File: src/rtl/opl2_pkg.sv
`default_nettype none
// ============================================================================
// Module   : opl2_pkg
// Brief    : Shared types and constants for the OPL2 register-write initiator.
// Revision : 1.0 - initial release
// ============================================================================
package opl2_pkg;

    typedef enum logic [2:0] {
        ST_IDLE     = 3'd0,
        ST_ADDR_WR  = 3'd1,
        ST_ADDR_GAP = 3'd2,
        ST_DATA_WR  = 3'd3,
        ST_DATA_GAP = 3'd4,
        ST_DELAY    = 3'd5
    } opl2_wr_state_t;

    localparam logic OPL2_PORT_INDEX = 1'b0;
    localparam logic OPL2_PORT_DATA  = 1'b1;

    localparam logic [7:0] OPL2_REG_TIMER1    = 8'h02;
    localparam logic [7:0] OPL2_REG_TIMER2    = 8'h03;
    localparam logic [7:0] OPL2_REG_TIMER_CTL = 8'h04;

    function automatic int opl2_max(input int a, input int b);
        return (a > b) ? a : b;
    endfunction

endpackage
`default_nettype wire

File: src/rtl/opl2_tick_gen.sv
`default_nettype none
// ============================================================================
// Module   : opl2_tick_gen
// Brief    : Playback-tick prescaler with restart and enable; one-cycle tick.
// Revision : 1.0 - initial release
// ============================================================================
module opl2_tick_gen #(
    parameter int TICK_CYCLES = 125000
) (
    input  logic clk,
    input  logic rst,
    input  logic restart_i,
    input  logic en_i,
    output logic tick_o
);

    localparam int            PW   = (TICK_CYCLES > 1) ? $clog2(TICK_CYCLES) : 1;
    localparam logic [PW-1:0] LAST = PW'(TICK_CYCLES - 1);

    logic [PW-1:0] cnt_q;
    logic [PW-1:0] cnt_d;

    always_comb begin
        cnt_d = cnt_q;
        if (restart_i) begin
            cnt_d = '0;
        end else if (en_i) begin
            cnt_d = (cnt_q == LAST) ? '0 : cnt_q + 1'b1;
        end
    end

    always_ff @(posedge clk) begin
        if (rst) begin
            cnt_q <= '0;
        end else begin
            cnt_q <= cnt_d;
        end
    end

    // Tick fires on the last enabled count so a stalled prescaler never ticks.
    assign tick_o = en_i & ~restart_i & (cnt_q == LAST);

endmodule
`default_nettype wire

File: src/rtl/opl2_reg_writer.sv
`default_nettype none
// ============================================================================
// Module   : opl2_reg_writer
// Brief    : Drives OPL2 index/data writes from {reg,data,delay} commands.
// Revision : 1.0 - initial release
// ============================================================================
module opl2_reg_writer
    import opl2_pkg::*;
#(
    parameter int WE_CYCLES   = 2,
    parameter int ADDR_WAIT   = 231,
    parameter int DATA_WAIT   = 1610,
    parameter int TICK_CYCLES = 125000
) (
    input  logic        clk,
    input  logic        rst,
    input  logic        cmd_valid,
    output logic        cmd_ready,
    input  logic [7:0]  cmd_reg,
    input  logic [7:0]  cmd_data,
    input  logic [15:0] cmd_delay,
    input  logic        abort,
    input  logic        pause,
    output logic        addr,
    output logic [7:0]  dout,
    output logic        we,
    output logic        busy
);

    localparam int GW = $clog2(opl2_max(ADDR_WAIT, DATA_WAIT) + 1);
    localparam int WW = (WE_CYCLES > 1) ? $clog2(WE_CYCLES) : 1;

    localparam logic [WW-1:0] WE_LOAD   = WW'(WE_CYCLES - 1);
    localparam logic [GW-1:0] AGAP_LOAD = GW'(ADDR_WAIT - 1);
    localparam logic [GW-1:0] DGAP_LOAD = GW'(DATA_WAIT - 1);

    if (ADDR_WAIT < 1 || DATA_WAIT < 1) begin : g_bad_wait
        $error("opl2_reg_writer: ADDR_WAIT and DATA_WAIT must be at least 1");
    end
    if (WE_CYCLES < 1 || TICK_CYCLES < 1) begin : g_bad_cycles
        $error("opl2_reg_writer: WE_CYCLES and TICK_CYCLES must be at least 1");
    end

    opl2_wr_state_t state_q, state_d;
    logic           addr_q, addr_d;
    logic [7:0]     dout_q, dout_d;
    logic           we_q, we_d;
    logic           busy_q, busy_d;
    logic [7:0]     data_q, data_d;
    logic [15:0]    ticks_q, ticks_d;
    logic [WW-1:0]  we_cnt_q, we_cnt_d;
    logic [GW-1:0]  gap_cnt_q, gap_cnt_d;
    logic           tick_w;

    opl2_tick_gen #(
        .TICK_CYCLES (TICK_CYCLES)
    ) u_tick_gen (
        .clk       (clk),
        .rst       (rst),
        .restart_i (state_q != ST_DELAY),
        .en_i      (~pause),
        .tick_o    (tick_w)
    );

    assign cmd_ready = (state_q == ST_IDLE) & ~rst & ~abort;

    always_comb begin
        state_d   = state_q;
        addr_d    = addr_q;
        dout_d    = dout_q;
        we_d      = we_q;
        data_d    = data_q;
        ticks_d   = ticks_q;
        we_cnt_d  = we_cnt_q;
        gap_cnt_d = gap_cnt_q;

        if (abort) begin
            // addr/dout deliberately hold; only the strobe is dropped.
            if (state_q != ST_IDLE) begin
                state_d = ST_IDLE;
                we_d    = 1'b0;
            end
        end else begin
            case (state_q)
                ST_IDLE: begin
                    if (cmd_valid) begin
                        state_d  = ST_ADDR_WR;
                        addr_d   = OPL2_PORT_INDEX;
                        dout_d   = cmd_reg;
                        we_d     = 1'b1;
                        we_cnt_d = WE_LOAD;
                        data_d   = cmd_data;
                        ticks_d  = cmd_delay;
                    end
                end
                ST_ADDR_WR: begin
                    if (we_cnt_q == '0) begin
                        state_d   = ST_ADDR_GAP;
                        we_d      = 1'b0;
                        gap_cnt_d = AGAP_LOAD;
                    end else begin
                        we_cnt_d = we_cnt_q - 1'b1;
                    end
                end
                ST_ADDR_GAP: begin
                    if (gap_cnt_q == '0) begin
                        state_d  = ST_DATA_WR;
                        addr_d   = OPL2_PORT_DATA;
                        dout_d   = data_q;
                        we_d     = 1'b1;
                        we_cnt_d = WE_LOAD;
                    end else begin
                        gap_cnt_d = gap_cnt_q - 1'b1;
                    end
                end
                ST_DATA_WR: begin
                    if (we_cnt_q == '0) begin
                        state_d   = ST_DATA_GAP;
                        we_d      = 1'b0;
                        gap_cnt_d = DGAP_LOAD;
                    end else begin
                        we_cnt_d = we_cnt_q - 1'b1;
                    end
                end
                ST_DATA_GAP: begin
                    if (gap_cnt_q == '0) begin
                        state_d = (ticks_q != 16'd0) ? ST_DELAY : ST_IDLE;
                    end else begin
                        gap_cnt_d = gap_cnt_q - 1'b1;
                    end
                end
                ST_DELAY: begin
                    // Counting down from the loaded value means 16'hFFFF cannot wrap.
                    if (tick_w) begin
                        ticks_d = ticks_q - 16'd1;
                        if (ticks_q == 16'd1) begin
                            state_d = ST_IDLE;
                        end
                    end
                end
                default: begin
                    state_d = ST_IDLE;
                    we_d    = 1'b0;
                end
            endcase
        end

        busy_d = (state_d != ST_IDLE);
    end

    always_ff @(posedge clk) begin
        if (rst) begin
            state_q   <= ST_IDLE;
            addr_q    <= 1'b0;
            dout_q    <= 8'd0;
            we_q      <= 1'b0;
            busy_q    <= 1'b0;
            data_q    <= 8'd0;
            ticks_q   <= 16'd0;
            we_cnt_q  <= '0;
            gap_cnt_q <= '0;
        end else begin
            state_q   <= state_d;
            addr_q    <= addr_d;
            dout_q    <= dout_d;
            we_q      <= we_d;
            busy_q    <= busy_d;
            data_q    <= data_d;
            ticks_q   <= ticks_d;
            we_cnt_q  <= we_cnt_d;
            gap_cnt_q <= gap_cnt_d;
        end
    end

    assign addr = addr_q;
    assign dout = dout_q;
    assign we   = we_q;
    assign busy = busy_q;

endmodule
`default_nettype wire
File: config.mk
export PLATFORM = sky130hd
export DESIGN_NAME = opl2_reg_writer
export DESIGN_NICKNAME = d
export VERILOG_FILES = /design/src/rtl/opl2_pkg.sv /design/src/rtl/opl2_tick_gen.sv /design/src/rtl/opl2_reg_writer.sv
export SDC_FILE = /design/constraint.sdc
export NUM_CORES = 1
export LEC_CHECK = 0
export CELL_PAD_IN_SITES_DETAIL_PLACEMENT = 1
export CELL_PAD_IN_SITES_GLOBAL_PLACEMENT = 2
export CORE_AREA = 2 2 113 115
export CTS_BUF_LIST = sky130_fd_sc_hd__clkbuf_2 sky130_fd_sc_hd__clkbuf_4 sky130_fd_sc_hd__clkbuf_8
export DETAILED_ROUTE_END_ITERATION = 6
export DIE_AREA = 0 0 115 117
export PLACE_DENSITY = 0.88
export SYNTH_ARGS = -nofsm -noshare
export SYNTH_HDL_FRONTEND = slang
export SYNTH_HIERARCHICAL = 1
export SYNTH_SLANG_ARGS = --single-unit
File: constraint.sdc
create_clock -name clk -period 2.1 [get_ports clk]
set_input_delay 0.315 -clock clk [delete_from_list [all_inputs] [get_ports clk]]
set_output_delay 0.315 -clock clk [all_outputs]
set_load 0.02 [all_outputs]
After elaboration in Yosys (flattened, before gate mapping)
Index checks and enable logic that the tools add are counted.

Input port bits: 37. Register bits after elaboration: 67. Output and inout port bits: 12. Word-level logic and storage cells: 92.

Muxes and demuxes: 32. Eq/ne operators: 19. Bitwise logic cells: 8. Reductions and logical operators: 19. Add/sub/neg operators: 4.

Operators with widths (count): $mux 11 (3); $pmux 11 s3 (1); $mux 16 (2); $pmux 16 s2 (1); $mux 3 (10); $pmux 3 s6 (1); $add 17x1->17 const B (1); $eq 17x17->1 const B (1); $mux 17 (1); $eq 16x1->1 const B (1); $mux 8 (2); $pmux 8 s2 (1); $reduce_bool 16->1 (1); $sub 16x1->16 const B (1); $ne 2x2->1 const B (6); $ne 3x3->1 const B (4); $reduce_and 4->1 (3); $reduce_bool 3->1 (4); $logic_not 11->1 (1); $sub 11x1->11 const B (1); $reduce_and 5->1 (2); $reduce_or 2->1 (4); $mux 1 (7); $eq 3x2->1 const B (2); other kinds (12) (21).

Depth between registers and ports, before layout
Depth after elaboration: 8. Mapped depth: 12. Mapped depth without buffers: 8.

Hierarchy
Netlist, hierarchy kept.

By module, submodules not included: opl2_reg_writer (seq. area each 1001.0 µm², cells each 363, area each 2904.0 µm², times used 1); opl2_tick_gen (seq. area each 340.3 µm², cells each 89, area each 815.8 µm², times used 1).

Least setup slack after synthesis
No wires, ideal clock.

Kind: register to register. Start: register state_q[0]. End: register ticks_q[6]. Setup time: 0.065 ns. Setup slack: -0.165 ns. Arrival: 2.200 ns. Path buffers: 3. Cell stages (with the launch flop): 12. Period minus slack after synthesis: 2.265 ns. Cells stage by stage: dfxtp_1 buf_4 and3b_1 clkbuf_1 inv_1 clkbuf_1 and4b_1 and3_1 o21ai_1 o21ai_0 o21a_1 nor2_1.

Word-level cells in the longest chain between the ends: 6. Elaborated cells on any way between the ends: 11. Those cells by class: 4 x eq/ne; 1 x mux; 3 x bitwise; 3 x reduce/logical.

RTL lines: from (decl) (line opl2_reg_writer.sv:44) `opl2_wr_state_t state_q, state_d;`; from (signal assigned) (line opl2_reg_writer.sv:163) `state_q <= state_d;`; $ne 3x3->1 (line opl2_reg_writer.sv:60) `.restart_i (state_q != ST_DELAY),`; $not 1->1 (line opl2_tick_gen.sv:41) `assign tick_o = en_i & ~restart_i & (cnt_q == LAST);`; $and 1x1->1 (2 in a row) (line opl2_tick_gen.sv:41); via tick_w (line opl2_reg_writer.sv:53) `logic tick_w;`; $ne 2x2->1 (no line); $reduce_and 4->1 (no line); to (signal assigned) (line opl2_reg_writer.sv:169) `ticks_q <= ticks_d;`; to (decl) (line opl2_reg_writer.sv:50) `logic [15:0] ticks_q, ticks_d;`.

The timed path passes the listed nets, and every way through them passes these cells. A chain may end at the register's enable or synchronous reset.

Worst setup path after layout
Start: register gap_cnt_q[1]. End: register addr_q, in the netlist addr.

Word-level cells in the longest chain between the ends: 3.

RTL lines: from (decl) (line opl2_reg_writer.sv:52) `logic [GW-1:0] gap_cnt_q, gap_cnt_d;`; from (signal assigned) (line opl2_reg_writer.sv:171) `gap_cnt_q <= gap_cnt_d;`; $logic_not 11->1 (line opl2_reg_writer.sv:106) `if (gap_cnt_q == '0) begin`; $ne 2x2->1 (no line); $reduce_and 4->1 (no line); to (signal assigned) (line opl2_reg_writer.sv:164) `addr_q <= addr_d;`; to (decl) (line opl2_reg_writer.sv:45) `logic addr_q, addr_d;`.

No other way between the ends.

==> flow_metrics.tcl <==
set metrics [dict create \
    slew_headroom_pct 61.7 \
    vias 3741 \
    cp_num_buf_inv 4 \
    post-route-min-period_ns 2.03 \
    layout.nets 580 \
    initial_core_util_pct 30.2 \
    synth_edf_count 0 \
    slowest_delay_ns 0.39 \
    cp.arrival_ns 2.31 \
    htreeDepth 3 \
    crit_path_frequent_cell "buf_4" \
    finalCritPeriodShare_pct 96.8 \
    n_antenna_cell 0 \
    synthFlopType "dfxtp_1" \
    syn-instance-count 452 \
    fin_util_pct 41.0 \
    postRouteAntennaNets 0 \
    ys_seq_area_share_pct 36.1 \
    setup_violations 0 \
    syn_area_sq_mm 0.00372 \
    drc 0 \
    rsz0062_at_grt "yes" \
    place.gp.congestion 0.813 \
    cp_slowest_cell "nor4_4" \
    cts_sinks 67 \
    avgSynthCellArea_sq_um 8.23 \
    fmax_mhz 492 \
    p_leak_nw 1.83 \
    clkSlewWorstSetupHoldPaths_ns 0.08 \
    clk_latency_ns 0.35 \
    hold_start "rst" \
    fin_skew_ns 0.0145 \
    ys_async_sr_fraction_pct 0 \
    dieArea_sq_mm 0.0135 \
    numCtsBuffers 9 \
    antenna_found_initial 0 \
    holdWs_ns 0.417 \
    final_hold_viol_count 0 \
    grt_max_degree 48 \
    synth_cell_types 71 \
    final_common_cell "dfxtp_1" \
    outcome "completed" \
    core_area_sq_mm 0.0123 \
    worst_setup_path_end_kind "register" \
    worst_setup_path_start_kind "register" \
    worstSetupPathType "register to register" \
    worst_slack_ns 0.0662 \
    pre_cts_slack_ns -0.134 \
    yosysTopAreaCell "dfxtp_1" \
    final-max-slew-violation-count 0 \
    synth_top_area_share_pct 36.1 \
    drive_gt1_share_pct 19.4 \
    critPathRequiredTime_ns 2.38 \
    drtIter0Drc 127 \
    crit_chain "inv_2, ha_1, nor4b_2, buf_4, a41oi_4, nor4_4, buf_4, clkbuf_16, nor2_1, nor3b_2" \
    port-buffer-count 48 \
    crit_family "simple AND/OR/NAND/NOR gates" \
    grt_pass1_vias 3798 \
    synth_warnings 6 \
    ys_ff_latch 67 \
    vias_per_cell 5.41 \
    rows 41 \
    num_io_pins 49 \
    track_usage_pct 17.0 \
    first_pass_iters 4 \
    area_growth_pct 35.7 \
    grt_overflow 0 \
    ctsLongestPathBuffers 2 \
    r2r_start "gap_cnt_q[1]$_SDFFE_PP0P_" \
    ir_drop_v 0.000238 \
    die_w_microns 115 \
    worstSetupStartpoint "gap_cnt_q[1]$_SDFFE_PP0P_" \
    hold_path.class "primary input to register" \
    tritoncts "yes" \
    syn-num-nets 495 \
    netlist_top_cells_area "dfxtp_1 (36%), nand2_1 (6.1%), nor2_1 (5.2%)" \
    die_h_microns 117 \
    final_cell_mix "dfxtp_1 (64), nand2_1 (60), nor2_1 (52)" \
    cts_root_buffer "clkbuf_8" \
    wire_per_inst_microns 16.5 \
    cp_max_fo 9 \
    maxCapViolCount 0 \
    power.density_mw_per_mm2 612 \
    dp_hpwl_microns 7910 \
    wirelength_microns 11400 \
    max_slew.worst_pin.slew_ns 0.574 \
    nFillCells 1465 \
    power_mw 3.09 \
    grt_pass1_wl_microns 18300 \
]
report_power, final:
part | total [mW] | internal [mW] | switching [mW] | leakage, nW
sequential | 1.37 | 1.32 | 0.0491 | 0.547
clock | 1.12 | 0.632 | 0.489 | 0.106
combinational | 0.594 | 0.287 | 0.307 | 1.18
total | 3.09 | 2.24 | 0.845 | 1.83
path summary, 6_finish.rpt:
kind	cells after the start	slack [ns]	to
worst min-delay path	3	0.42	state_q[2]$_SDFF_PP0_
worst max register to register	10	0.07	addr$_SDFFE_PP0P_
worst min register to register	2	0.48	dout[0]$_SDFFE_PP0P_
worst max-delay path	10	0.07	addr$_SDFFE_PP0P_
cell families (layout without fill, tap and decap cells):
| family | after synthesis | count (layout) | share of synthesized area [%] |
|---|---|---|---|
| AOI/OAI and AO/OA | 125 | 125 | 23.6 |
| xor gates and xnor gates | 12 | 12 | 2.83 |
| adders and majority gates | 6 | 6 | 2.02 |
| buffers and inverters | 37 | 126 | 4.54 |
| DFF | 67 | 67 | 36.1 |
| muxes | 10 | 10 | 2.69 |
| and+or+nand+nor | 195 | 195 | 28.3 |
registers in the layout (all words and copies together) (netlist names), 3 cells and up:
register and count:
data_q 8, dout 8, state_q 3, gap_cnt_q 11
u_tick_gen/cnt_q 17, ticks_q 16
synthesized netlist by cell type (4+ instances only):
cell / number
mux2i_1: 10
o21ai_1: 4
nor2_1: 52
o21ai_0: 23
and4_1: 4
buf_2: 6
nand4_1: 9
clkbuf_1: 14
o31ai_1: 4
xnor2_1: 6
a311oi_1: 10
dfxtp_1: 67
xor2_1: 6
nor2b_1: 5
ha_1: 6
nand2_1: 60
and2_1: 4
nand3_1: 10
a211oi_1: 13
nor3_1: 7
a21oi_1: 31
inv_1: 12
nor4_1: 10
o22ai_1: 6
worst min-delay path, delay by kind of cell:
family          cells  cell delay [ns]
compound gates      2             0.26
buf+inv             1             0.14
per-stage QoR:
stage / cells / area (sq um) / setup TNS (ns)
2_1_floorplan: 452 / 3730 / 0
3_3_place_gp: 669 / 4650 / -0.341
4_1_cts: 685 / 4910 / 0
5_1_grt: 691 / 5050 / -0.555
6_report: 691 / 5050 / 0
3_5_place_dp: 669 / 4650 / -0.827
per-layer routing:
| layer | vias up | share of wire [%] | wire, microns | global-route usage, % |
|---|---|---|---|---|
| li1 | 1835 | - | - | - |
| met1 | 1851 | 44 | 5040 | 19.9 |
| met2 | 43 | 52 | 5950 | 31.3 |
| met3 | 12 | 1.9 | 213 | 2.57 |
| met4 | 0 | 1.6 | 183 | 6.59 |
| met5 | - | 0 | 0 | 0 |
what timing repair did:
action | CTS | global route
cloned | 1 | 1
setup buffers | 0 | 5
pin swaps | 2 | 11
hold buffers | 0 | 0
setup endpoints to repair | 14 | 28
gates resized for setup | 5 | 16
cell type report:
cell class | count | area [sq um] | area share (%)
well taps | 150 | 188 | 3.72
clock inverters | 2 | 35.0 | 0.694
repair buffers | 98 | 958 | 19.0
inverters | 13 | 48.8 | 0.967
flip-flops and latches | 67 | 1350 | 26.7
multi-input cells | 348 | 2300 | 45.7
clock buffers | 13 | 166 | 3.30
Power figures use the tool's default switching activity.
